===== config.mk =====
export PLATFORM = sky130hd
export DESIGN_NAME = systolic_seq_ctrl
export DESIGN_NICKNAME = d
export VERILOG_FILES = /design/src/rtl/systolic_seq_ctrl.sv
export SDC_FILE = /design/constraint.sdc
export NUM_CORES = 1
export LEC_CHECK = 0
export CORE_ASPECT_RATIO = 1.1
export CORE_UTILIZATION = 25
export CTS_BUF_LIST = sky130_fd_sc_hd__clkbuf_4
export CTS_CLUSTER_SIZE = 10
export DETAILED_ROUTE_END_ITERATION = 7
export PLACE_DENSITY = 0.54
export SETUP_SLACK_MARGIN = 0.5
export SLEW_MARGIN = 20
export SYNTH_ARGS = -nofsm -noshare
export SYNTH_HDL_FRONTEND = slang
export SYNTH_SLANG_ARGS = --single-unit

===== constraint.sdc =====
create_clock -name clk -period 4.71 [get_ports clk]
set_input_delay 0.942 -clock clk [delete_from_list [all_inputs] [get_ports clk]]
set_output_delay 0.942 -clock clk [all_outputs]
set_load 0.02 [all_outputs]

===== src/rtl/systolic_seq_ctrl.sv =====
// Pass sequencer for an output-stationary MAC array:
// clear, operand feed with skewed lane valids, flush, row drain.
module systolic_seq_ctrl #(
    parameter int ARRAY_DIM  = 4,
    parameter int K_WIDTH    = 8,
    parameter int ADDR_WIDTH = 8
) (
    input  logic                         clk,
    input  logic                         rst,
    input  logic                         start,
    input  logic [K_WIDTH-1:0]           k_len,
    input  logic                         drain_ready,
    output logic                         busy,
    output logic                         done,
    output logic                         acc_clr,
    output logic                         buf_rd_en,
    output logic [ADDR_WIDTH-1:0]        buf_rd_addr,
    output logic [ARRAY_DIM-1:0]         lane_valid,
    output logic                         drain_en,
    output logic [$clog2(ARRAY_DIM)-1:0] drain_row
);

    localparam int ROW_W     = $clog2(ARRAY_DIM);
    localparam int FLUSH_CYC = 2 * ARRAY_DIM - 1;
    localparam int FL_W      = $clog2(FLUSH_CYC + 1);

    localparam logic [2:0] S_IDLE  = 3'd0;
    localparam logic [2:0] S_CLEAR = 3'd1;
    localparam logic [2:0] S_FEED  = 3'd2;
    localparam logic [2:0] S_FLUSH = 3'd3;
    localparam logic [2:0] S_DRAIN = 3'd4;
    localparam logic [2:0] S_DONE  = 3'd5;

    logic [2:0]           state_q, state_d;
    logic [K_WIDTH-1:0]   k_len_q, k_len_d;
    logic [K_WIDTH-1:0]   k_cnt_q, k_cnt_d;
    logic [FL_W-1:0]      fl_cnt_q, fl_cnt_d;
    logic [ROW_W-1:0]     row_q, row_d;
    logic [ARRAY_DIM-1:0] lane_q, lane_d;

    // Strobes are pure decodes of the state register, so they are
    // mutually exclusive by construction.
    assign busy        = (state_q != S_IDLE);
    assign acc_clr     = (state_q == S_CLEAR);
    assign buf_rd_en   = (state_q == S_FEED);
    assign drain_en    = (state_q == S_DRAIN);
    assign done        = (state_q == S_DONE);
    assign buf_rd_addr = buf_rd_en ? ADDR_WIDTH'(k_cnt_q) : '0;
    assign drain_row   = row_q;
    assign lane_valid  = lane_q;

    // Next-state, counters and the lane skew chain.
    always_comb begin
        state_d  = state_q;
        k_len_d  = k_len_q;
        k_cnt_d  = k_cnt_q;
        fl_cnt_d = fl_cnt_q;
        row_d    = row_q;
        // Chain keeps shifting in every state so the tail empties.
        lane_d   = {lane_q[ARRAY_DIM-2:0], buf_rd_en};

        unique case (state_q)
            S_IDLE: begin
                if (start && (k_len != '0)) begin
                    k_len_d = k_len;
                    k_cnt_d = '0;
                    state_d = S_CLEAR;
                end
            end
            S_CLEAR: begin
                state_d = S_FEED;
            end
            S_FEED: begin
                // Compare against k_len-1 so k_len = max never wraps.
                if (k_cnt_q == k_len_q - K_WIDTH'(1)) begin
                    k_cnt_d  = '0;
                    fl_cnt_d = '0;
                    state_d  = S_FLUSH;
                end else begin
                    k_cnt_d = k_cnt_q + K_WIDTH'(1);
                end
            end
            S_FLUSH: begin
                if (fl_cnt_q == FL_W'(FLUSH_CYC - 1)) begin
                    fl_cnt_d = '0;
                    row_d    = '0;
                    state_d  = S_DRAIN;
                end else begin
                    fl_cnt_d = fl_cnt_q + FL_W'(1);
                end
            end
            S_DRAIN: begin
                if (drain_ready) begin
                    if (row_q == ROW_W'(ARRAY_DIM - 1)) begin
                        row_d   = '0;
                        state_d = S_DONE;
                    end else begin
                        row_d = row_q + ROW_W'(1);
                    end
                end
            end
            S_DONE: begin
                state_d = S_IDLE;
            end
            default: begin
                state_d = S_IDLE;
            end
        endcase
    end

    // State and datapath registers with synchronous reset.
    always_ff @(posedge clk) begin
        if (rst) begin
            state_q  <= S_IDLE;
            k_len_q  <= '0;
            k_cnt_q  <= '0;
            fl_cnt_q <= '0;
            row_q    <= '0;
            lane_q   <= '0;
        end else begin
            state_q  <= state_d;
            k_len_q  <= k_len_d;
            k_cnt_q  <= k_cnt_d;
            fl_cnt_q <= fl_cnt_d;
            row_q    <= row_d;
            lane_q   <= lane_d;
        end
    end

endmodule

; ---- After elaboration in Yosys (flattened, before gate mapping)
; Cells that the tools add are included.
[op_classes]
add_sub_neg = 4
n_eq_ne = 13
mux = 17
n_reduce_logical = 12
[ops]
columns = cell, n
row1 = 2-to-1 mux 8 bit, 3
row2 = 2-to-1 mux 3 bit, 7
row3 = one-hot mux 8 bit (2 select lines), 1
row4 = one-hot mux 3 bit (5 select lines), 1
row5 = "== test 3 bit, second input constant", 3
row6 = "adder 8 x 1 -> 8 bit, second input constant", 1
row7 = == test 8 bit, 1
row8 = nonzero test 8 bit, 1
row9 = "subtractor 8 x 1 -> 8 bit, second input constant", 1
row10 = "== test 3 x 2 -> 1 bit, second input constant", 2
row11 = 2-to-1 mux 2 bit, 3
row12 = "inequality test 2 bit, second input constant", 3
row13 = one-hot mux 3 bit (2 select lines), 1
row14 = AND reduction 2 bit, 3
row15 = nonzero test 2 bit, 3
row16 = AND reduction 5 bit, 1
row17 = "inequality test 2 x 1 -> 1 bit, second input constant", 2
row18 = one-hot mux 2 bit (2 select lines), 1
row19 = "adder 3 x 1 -> 3 bit, second input constant", 1
row20 = "== test 3 x 1 -> 1 bit, second input constant", 1
row21 = zero test 3 bit, 1
row22 = AND reduction 3 bit, 1
row23 = nonzero test 3 bit, 1
row24 = "adder 2 x 1 -> 2 bit, second input constant", 1
row25 = 2 further kinds, 2
[word_totals]
ff_bits = 28
input_bits = 12
out_inout_bits = 19
word_cells = 52

; ---- Depth between registers and ports, before layout
; Gate-level depths: netlist of the first run.
[depth]
depth_word = 4
depth_mapped = 9
ltp_nobuf = 8

; ---- Least setup slack after synthesis of the first run
; OpenSTA, ideal clock, no wires.
[synth_path]
path_type = input to register
from = input port k_len[3]
to = register k_cnt_q[4]
setup_time_ns = 0.072
arrival_time_ns = 2.327
required_time_ns = 4.638
path_slack_ns = 2.311
stages = 6
n_path_buf = 0
path_cell_list = or4_1 > o211ai_2 > o21ai_2 > nor2_4 > a31oi_1 > mux2i_1
[synth_via]
elab_chain_cells = 4
[synth_rtl]
columns = element, line
row1 = from (decl), 11  ; input logic [K_WIDTH-1:0] k_len,
row2 = nonzero test 8 bit, 64  ; if (start && (k_len != '0)) begin
row3 = logical AND 1 bit, 64
row4 = inequality test 2 bit (no source line), n/a
row5 = AND reduction 2 bit (no source line), n/a
row6 = to (signal assigned), 123  ; k_cnt_q <= k_cnt_d;
row7 = to (decl), 36  ; logic [K_WIDTH-1:0] k_cnt_q, k_cnt_d;
; Every way passes these cells.
; A chain may end at the register's enable or synchronous reset.

; ---- Worst setup path in the final report of the first run
[layout_path]
from = register state_q[1]
to = output port buf_rd_addr[1]
[layout_via]
elab_chain_cells = 2
[layout_rtl]
columns = element, line
row1 = from (decl), 34  ; logic [2:0] state_q, state_d;
row2 = from (signal assigned), 121  ; state_q <= state_d;
row3 = == test 3 x 2 -> 1 bit, 45  ; assign buf_rd_en = (state_q == S_FEED);
row4 = 2-to-1 mux 8 bit, 48  ; assign buf_rd_addr = buf_rd_en ? ADDR_WIDTH'(k_cnt_q) : '0;
row5 = to (decl), 17  ; output logic [ADDR_WIDTH-1:0] buf_rd_addr,
; Every way passes these cells.

==> results of run 1 <==
-- synth_stat cells (2+ instances only) --
| library cell | count |
|---|---|
| dfxtp_1 | 28 |
| nand2_1 | 18 |
| nand3_1 | 15 |
| nor2_1 | 14 |
| a21oi_1 | 13 |
| clkbuf_1 | 11 |
| and2_1 | 9 |
| a31oi_1 | 7 |
| nor2b_1 | 7 |
| xor2_1 | 6 |
| inv_1 | 5 |
| nand4_1 | 4 |
| nor3_1 | 4 |
| o211ai_1 | 4 |
| a211oi_1 | 3 |
| ha_1 | 3 |
| nand2b_1 | 3 |
| o21ai_1 | 3 |
| xnor2_1 | 3 |
| a22oi_1 | 2 |
| and3_1 | 2 |
| nand3b_1 | 2 |
| nor3_2 | 2 |
| nor3b_1 | 2 |
| o21ai_0 | 2 |
| or4_1 | 2 |
-- final cells by class --
class	instances	area, µm²
Clock buffer	3	22.52
Clock inverter	1	30.03
Fill cell	699	4187
Inverter	5	18.77
Multi-Input combinational cell	153	997.2
Sequential cell	28	560.5
Tap cell	80	100.1
Timing Repair Buffer	32	315.3
-- critical path, delay by kind of cell, from the launching register on --
| family | cells | cell delay, ns |
|---|---|---|
| and+or+nand+nor | 3 | 0.83 |
| DFF | 1 | 0.51 |
| buffers and inverters | 1 | 0.60 |
-- kinds of logic (layout without fill, tap and decap cells) --
| family | after synthesis | count (layout) |
|---|---|---|
| AO/OA/AOI/OAI | 48 | 48 |
| XOR/XNOR | 9 | 9 |
| adder cells (fa/ha/maj) | 3 | 3 |
| buffers and inverters | 17 | 41 |
| flip-flops | 28 | 28 |
| multiplexers | 1 | 1 |
| AND/OR/NAND/NOR | 92 | 92 |
-- state kept, by name, summed over array words and instances, names as in the netlist --
register    cells
drain_row       2
fl_cnt_q        3
k_cnt_q         8
k_len_q         8
lane_valid      4
state_q         3
-- per-stage QoR --
stage          power (mW)  cells
2_1_floorplan      0.3271    198
3_3_place_gp       0.3591    298
3_5_place_dp       0.3599    298
4_1_cts            0.5220    302
5_1_grt            0.5440    302
6_report           0.5152    302
-- worst paths after layout --
path	to	slack (ns)	depth (start not counted)
worst max register to register	k_cnt_q[5]$_SDFFE_PP0P_	2.54	6
worst max-delay path	buf_rd_addr[1]	1.48	4
worst min-delay path	lane_valid[2]$_SDFF_PP0_	0.47	1
worst min register to register	lane_valid[2]$_SDFF_PP0_	0.47	1
-- power by group through the flow --
stage | sequential, mW | clock [mW] | combinational, mW
2_1_floorplan | 0.258 | 0 | 0.0693
3_3_place_gp | 0.264 | 0 | 0.0948
3_5_place_dp | 0.264 | 0 | 0.0954
4_1_cts | 0.259 | 0.167 | 0.0955
5_1_grt | 0.262 | 0.177 | 0.105
6_report | 0.259 | 0.162 | 0.0945
-- metal layers --
metal	vias up	routed length, µm	track usage [%]
met2	19	1704	18.97
met5	-	0	0
met3	4	96	1.368
li1	761	-	-
met4	0	46	3.967
met1	695	1876	16.38
==> impl_metrics.yaml, run 1 <==
synthesis:
  synth_top_flop_cell: "dfxtp_1"
  synth_top_family_by_area: "simple AND/OR/NAND/NOR gates"
  synth_nets: 213
  seq_area_frac_synth_pct: 34.41
  yosys.area_share.adder_pct: 2.304
  ys_ff_latch: 28
  synthXorXnorAreaFrac_pct: 4.839
  post_synth_num_cell_types: 50
  synth_compound_area_share_pct: 21.81
  synth_cells: 198
  ys_top_cells_by_area: "dfxtp_1 (34%), nand3_1 (4.6%), nand2_1 (4.1%)"
  muxShareOfSynthArea_pct: 0.6144
  synth_area_mm2: 0.001629
  synth.top_cell.area_share_pct: 34.41
  syn_area_per_cell_um2: 8.228
  yosys.area_share.simple_pct: 31.64
  synth_edf_count: 0
  ys_async_sr_fraction_pct: 0
  yosys_warnings: 0
  synth_largest_area_cell: "dfxtp_1"
timing:
  finalCritPeriodShare_pct: 68.51
  relSlewSlack_pct: 58.58
  rsz0062_at_grt: "no"
  timing.hold.ws_ns: 0.4698
  final.setup.tns_ns: 0
  setup_viol: 0
  worst_pin_slew_ns: 0.6179
  layout_min_cycle_time_ns: 3.227
  max_freq_ghz: 0.3099
  fin_skew_ns: 0.01665
  finalHoldViolations: 0
  fin_ws_ns: 1.483
  report.final.slew_viol_count: 0
drt:
  wl_um: 3724
  drc: 0
  post_drt_via_cell_ratio: 4.897
  drt_first_pass_iters: 4
  wire_per_inst_um: 12.33
  drt_iter0_drc: 71
  vias: 1479
  ant_nets: 0
grt:
  grt_pass1_vias: 1351
  grt_max_degree: 22
  grt_pass1_wl_um: 6499
  antenna_found_initial: 0
  grt_util_all_layers_pct: 11.83
  grt_overflow_total: 0
power:
  switchingPower_mw: 0.1413
  p_clk_share_pct: 31.4
  power.share.sequential_pct: 50.3
  swShare_pct: 27.43
  p_int_mw: 0.3739
  p_leak_nw: 0.7357
  irDropWorstVdd_mv: 0.1141
  combPwrFrac_pct: 18.3
  power_density_mw_per_mm2: 252.0
setup_path:
  cp.required_ns: 3.77
  critPathMaxStageDelay_ns: 0.60
  critPathLaunch: "state_q[1]$_SDFFE_PP0P_"
  critPathArrivalTime_ns: 2.28
  rr_startpoint: "k_len_q[0]$_SDFFE_PP0P_"
  crit_slowest_cell: "clkdlybuf4s50_1"
  worstPathCellList: "nand2b_1, nor2_1, and2_1, clkdlybuf4s50_1"
  cp-end-kind: "primary output"
  crit_type: "flip-flop to primary output"
  cp-start-kind: "flip-flop"
  path_max_fanout: 8
layout:
  n_antenna_cell: 0
  layout_common_cells: "clkdlybuf4s50_1 (30), dfxtp_1 (28), nand2_1 (18)"
  drive_above_1_share_pct: 7.658
  final_common_cell: "clkdlybuf4s50_1"
  design_area_mm2: 0.002044
  fin_util_pct: 32.81
  final_nets: 238
  area.growth.synth_to_final_pct: 25.50
placed_design:
  place_ws_ns: 1.688
  place.gp.congestion: 0.7636
  placed_area_mm2: 0.001992
  dp_hpwl_um: 2774
  io_buffers: 30
die:
  die_area_mm2: 0.006844
  core_region_area_mm2: 0.006231
  die_h_um: 86.67
  start_util_pct: 26.14
  die_w_um: 78.97
  rows: 30
  io_pins: 31
hold_path:
  hold_path.class: "flip-flop to flip-flop"
  hold_path_startpoint: "lane_valid[1]$_SDFF_PP0_"
run:
  maxCapViolations: 0
clock_network:
  cts_tree: "built"
  clkSlewWorstSetupHoldPaths_ns: 0.17
  ctsResizeCount: 0
  cts_setup_buffers: 0
  clock_sinks: 28
  cts_hold_buf: 0
  root_buffer: "clkbuf_4"
  cts_buffers: 3
  clk_path_buf_depth: 2
  clock_latency_ns: 0.34
  htreeDepth: 1
outcome:
  status: "completed"
(Power assumes the default switching activity.)
==> run 2, diff against run 1 <==
Clock period 4.71 ns to 3.2 ns, I/O delays scaled along.
==> run 2 against run 1 <==
Compared with the run above:
- clock skew down 0.013 ns
- largest cell class unchanged
- sequential power up 47%
- global-route usage up 0.066 points
- clock power down 9%
- highest routed layer unchanged
- worst setup slack worse by 0.85 ns
- design area up 1.1%
==> impl_metrics.yaml, run 2 (same netlist as run 1, synthesis figures left out) <==
outcome:
  status: "completed"
setup_path:
  cp_top_family: "simple AND/OR/NAND/NOR gates"
  crit_slowest_cell: "clkdlybuf4s50_1"
  worstSetupPathDepth: 4
  cp-end-kind: "primary output"
  cp-endpoint: "buf_rd_addr[6]"
  timing.rr.end: "k_cnt_q[5]$_SDFFE_PP0P_"
  reg2regPathDepth: 6
  crit_type: "flip-flop to primary output"
  worstPathCellList: "nand2b_2, nor2_4, and2_1, clkdlybuf4s50_1"
  critPathMaxStageDelay_ns: 0.59
  critPathArrivalTime_ns: 1.93
  cp.required_ns: 2.56
  rr_startpoint: "k_len_q[0]$_SDFFE_PP0P_"
  rrSetupSlack_ns: 1.06
  critPathLaunch: "state_q[2]$_SDFFE_PP0P_"
  cp-start-kind: "flip-flop"
  critical_path.n_buffers_inverters: 1
  path_max_fanout: 9
drt:
  post_drt_via_cell_ratio: 4.892
  wire_per_inst_um: 12.18
  wl_met1_um: 1784
  vias: 1492
  ant_nets: 0
  drt_iter0_drc: 114
  dr_wl_met3_um: 135
  wl_um: 3714
  drc: 0
  dr_wl_met2_um: 1766
  maxUsedRoutingLayer: "met4"
  drt_first_pass_iters: 4
grt:
  antenna_found_initial: 0
  grt_overflow_total: 0
  grt_pass1_vias: 1379
  grt_pass1_wl_um: 6548
  grt_util_all_layers_pct: 11.90
  grt_max_degree: 21
power:
  p_leak_nw: 0.8173
  irDropWorstVdd_mv: 0.1276
  power_density_mw_per_mm2: 327.7
die:
  core_region_area_mm2: 0.006231
  rows: 30
  die_w_um: 78.97
  die_h_um: 86.67
  start_util_pct: 26.14
  die_area_mm2: 0.006844
  io_pins: 31
timing:
  fin_skew_ns: 0.003572
  relSlewSlack_pct: 56.94
  layout_min_cycle_time_ns: 2.568
  max_freq_ghz: 0.3894
  rsz0062_at_grt: "no"
  worst_pin_slew_ns: 0.6410
  setup_viol: 0
  finalHoldViolations: 0
  report.final.slew_viol_count: 0
  timing.hold.ws_ns: 0.4745
  finalCritPeriodShare_pct: 80.26
  final.setup.tns_ns: 0
layout:
  n_antenna_cell: 0
  final_nets: 242
  area.growth.synth_to_final_pct: 26.88
  multi_input_area_mm2: 0.001007
  nFillCells: 686
  ff_latch_area_um2: 563.0
  drive_above_1_share_pct: 10.67
  layout_common_cells: "dfxtp_1 (26), clkdlybuf4s50_1 (26), nand2_1 (18)"
clock_network:
  clock_sinks: 28
  clkSlewWorstSetupHoldPaths_ns: 0.15
  clk_path_buf_depth: 2
  root_buffer: "clkbuf_4"
  cts_hold_buf: 0
  htreeDepth: 1
  cts_buffers: 3
  cts_tree: "built"
  clock_latency_ns: 0.32
placed_design:
  place.gp.congestion: 0.7372
  dp_hpwl_um: 2767
  io_buffers: 30
run:
  maxCapViolations: 0
hold_path:
  hold_path.class: "flip-flop to flip-flop"
## run 2: area by class of cell
class | count | area share (%)
clock buffer | 3 | 1.090
timing repair buffer | 36 | 17.19
tap | 80 | 4.843
multi-input combinational | 153 | 48.73
sequential | 28 | 27.24
inverter | 5 | 0.9080
## run 2: how the worst min path moves through the flow
stage / startpoint / to / slack, ns / cells after the start
final: lane_valid[2]$_SDFF_PP0_ / lane_valid[3]$_SDFF_PP0_ / 0.47 / 1
after global placement: lane_valid[2]$_SDFF_PP0_ / lane_valid[3]$_SDFF_PP0_ / 0.44 / 1
after global routing: lane_valid[1]$_SDFF_PP0_ / lane_valid[2]$_SDFF_PP0_ / 0.49 / 1
after detailed placement: lane_valid[2]$_SDFF_PP0_ / lane_valid[3]$_SDFF_PP0_ / 0.46 / 1
after CTS: lane_valid[2]$_SDFF_PP0_ / lane_valid[3]$_SDFF_PP0_ / 0.48 / 1
after floorplan: k_len_q[1]$_SDFFE_PP0P_ / k_len_q[1]$_SDFFE_PP0P_ / 0.46 / 2
## run 2: worst reg2reg max path: stages, from the launching register on
cell and delay, ns:
dfxtp_1 0.38, nor3_2 0.40, a21boi_0 0.15, o211a_1 0.26
o211ai_4 0.38, nand2_1 0.19, o311ai_1 0.30
## run 2: timing repair
action,CTS,global route
pin swaps,0,0
gates cloned,0,0
resized for setup,2,7
buffers inserted,0,2
setup endpoints to repair,8,11
## run 2: report_power, final
group	internal, mW	leakage, nW	switching, mW
clock network	0.0442	0.0138	0.104
registers	0.361	0.228	0.0206
logic	0.0694	0.575	0.0786
## run 2: through the flow
stage	util [%]	cell area [µm²]	worst slack, ns	total power, mW	cells
finish	33.17	2067	0.6317	0.6774	305
global route	33.17	2067	0.5033	0.7188	305
CTS	32.69	2037	0.4634	0.6853	303
detailed placement	32.21	2007	0.6681	0.5335	300
global placement	32.21	2007	0.6464	0.5322	300
floorplan	-	1629	1.103	0.4814	198
## run 2: layer usage
layer  global-route usage, %  up-vias
met1                   15.62      696
met2                   19.83       21
li1                        -      773
met5                       0        -
met3                   1.789        2
met4                   3.967        0
==> run 3, diff against run 2 <==
Clock period 3.2 ns to 2.65 ns, I/O delays scaled along.
==> run 3 against run 2 <==
Compared with the run above:
- power is 26% higher
- sequential cell count stayed put
- clock-buffer cell count stayed put
==> impl_metrics.yaml, run 3 (same netlist as run 1, synthesis figures left out) <==
outcome:
  status: "completed"
placed_design:
  dp_cells: 302
  place_ws_ns: 0.2541
  io_buffers: 30
  place.gp.congestion: 0.7864
  dp_hpwl_um: 2815
setup_path:
  critPathArrivalTime_ns: 1.55
  worstSetupPathDepth: 2
  rrSetupSlack_ns: 0.64
  crit_slowest_cell: "clkdlybuf4s50_1"
  reg2regPathDepth: 8
  path_max_fanout: 8
  critical_path.n_buffers_inverters: 1
  crit_type: "flip-flop to primary output"
  cp-start-kind: "flip-flop"
  cp-end-kind: "primary output"
  cp_top_family: "buffers and inverters"
  critPathMaxStageDelay_ns: 0.60
  worstPathCellList: "and3b_1, clkdlybuf4s50_1"
  cp.required_ns: 2.12
run:
  maxCapViolations: 0
drt:
  post_drt_via_cell_ratio: 4.887
  drc: 0
  wl_met1_um: 1953
  dr_wl_met2_um: 1923
  wl_um: 4033
  ant_nets: 0
  dr_wl_met3_um: 129
  drt_first_pass_iters: 4
  vias: 1520
  drt_iter0_drc: 139
  maxUsedRoutingLayer: "met4"
  wire_per_inst_um: 12.97
grt:
  antenna_found_initial: 0
  grt_overflow_total: 0
  grt_pass1_vias: 1422
  grt_pass1_wl_um: 6693
  grt_max_degree: 21
  grt_util_all_layers_pct: 12.19
clock_network:
  cts_buffers: 3
  cts_hold_buf: 0
  htreeDepth: 1
  clock_sinks: 28
  cts_tree: "built"
  clk_path_buf_depth: 2
  clock_latency_ns: 0.33
  root_buffer: "clkbuf_4"
  clkSlewWorstSetupHoldPaths_ns: 0.16
die:
  core_region_area_mm2: 0.006231
  io_pins: 31
  die_w_um: 78.97
  rows: 30
  die_area_mm2: 0.006844
  die_h_um: 86.67
  start_util_pct: 26.14
timing:
  final.setup.tns_ns: 0
  rsz0062_at_grt: "no"
  finalHoldViolations: 0
  finalCritPeriodShare_pct: 78.61
  fin_ws_ns: 0.5667
  worst_pin_slew_ns: 0.4031
  timing.hold.ws_ns: 0.4737
  max_freq_ghz: 0.4800
  setup_viol: 0
  fin_skew_ns: 0.002914
  report.final.slew_viol_count: 0
  relSlewSlack_pct: 73.07
  layout_min_cycle_time_ns: 2.083
layout:
  area.growth.synth_to_final_pct: 30.57
  fin_util_pct: 34.14
  final_nets: 247
  final_common_cell: "dfxtp_1"
  drive_above_1_share_pct: 19.48
  layoutNonFillerInstCount: 311
  n_antenna_cell: 0
  layout_common_cells: "dfxtp_1 (23), clkdlybuf4s50_1 (19), nand2_1 (17)"
power:
  power_density_mw_per_mm2: 400.8
  p_leak_nw: 0.8015
  irDropWorstVdd_mv: 0.1545
hold_path:
  hold_path.class: "flip-flop to flip-flop"
  worstHoldPathCells: 1
-- run 3: final cells by class --
type                    count  area, µm²
fillers                   686       4104
multi-input cells         154       1070
well taps                  80      100.1
clock inverters             1      3.754
inverters                   5      18.77
flip-flops and latches     28      574.3
repair buffers             40      337.8
clock buffers               3      22.52
-- run 3: stage by stage --
stage                     power, mW  instance area, µm²
after floorplan              0.5814                1629
final                        0.8526                2127
after detailed placement     0.6485                2022
after global placement       0.6459                2022
after global routing         0.8981                2127
after CTS                    0.8393                2073
-- run 3: worst reg2reg max path, cell delays in order (launching register included) --
cell	delay (ns)
dfxtp_4	0.40
inv_1	0.06
ha_2	0.22
nand2b_4	0.07
or4b_4	0.49
a22oi_4	0.22
o211ai_4	0.16
a32oi_1	0.21
o21ai_1	0.08
-- run 3: worst paths after layout --
check / startpoint / endpoint
worst min-delay path: lane_valid[2]$_SDFF_PP0_ / lane_valid[3]$_SDFF_PP0_
worst max-delay path: state_q[1]$_SDFFE_PP0P_ / done
worst min register to register: lane_valid[2]$_SDFF_PP0_ / lane_valid[3]$_SDFF_PP0_
worst max register to register: k_len_q[0]$_SDFFE_PP0P_ / k_cnt_q[2]$_SDFFE_PP0P_
-- run 3: layer usage --
layer / global-route usage [%] / vias to the layer above
li1: - / 786
met1: 15.71 / 706
met2: 20.77 / 26
met3: 2.000 / 2
met4: 3.636 / 0
met5: 0 / -
-- run 3: timing repair --
action	in CTS	in global routing
resized for setup	28	19
endpoints found under the setup margin	14	21
pin swaps	0	5
buffers inserted	0	4
cloned	0	1
-- run 3: report_power, final --
part           switching [mW]  leakage, nW  internal (mW)  total [mW]
Clock                   0.131       0.0154         0.0553       0.186
Combinational           0.109        0.556         0.0971       0.206
Sequential             0.0254        0.230          0.435       0.460
Total                   0.266        0.801          0.587       0.853
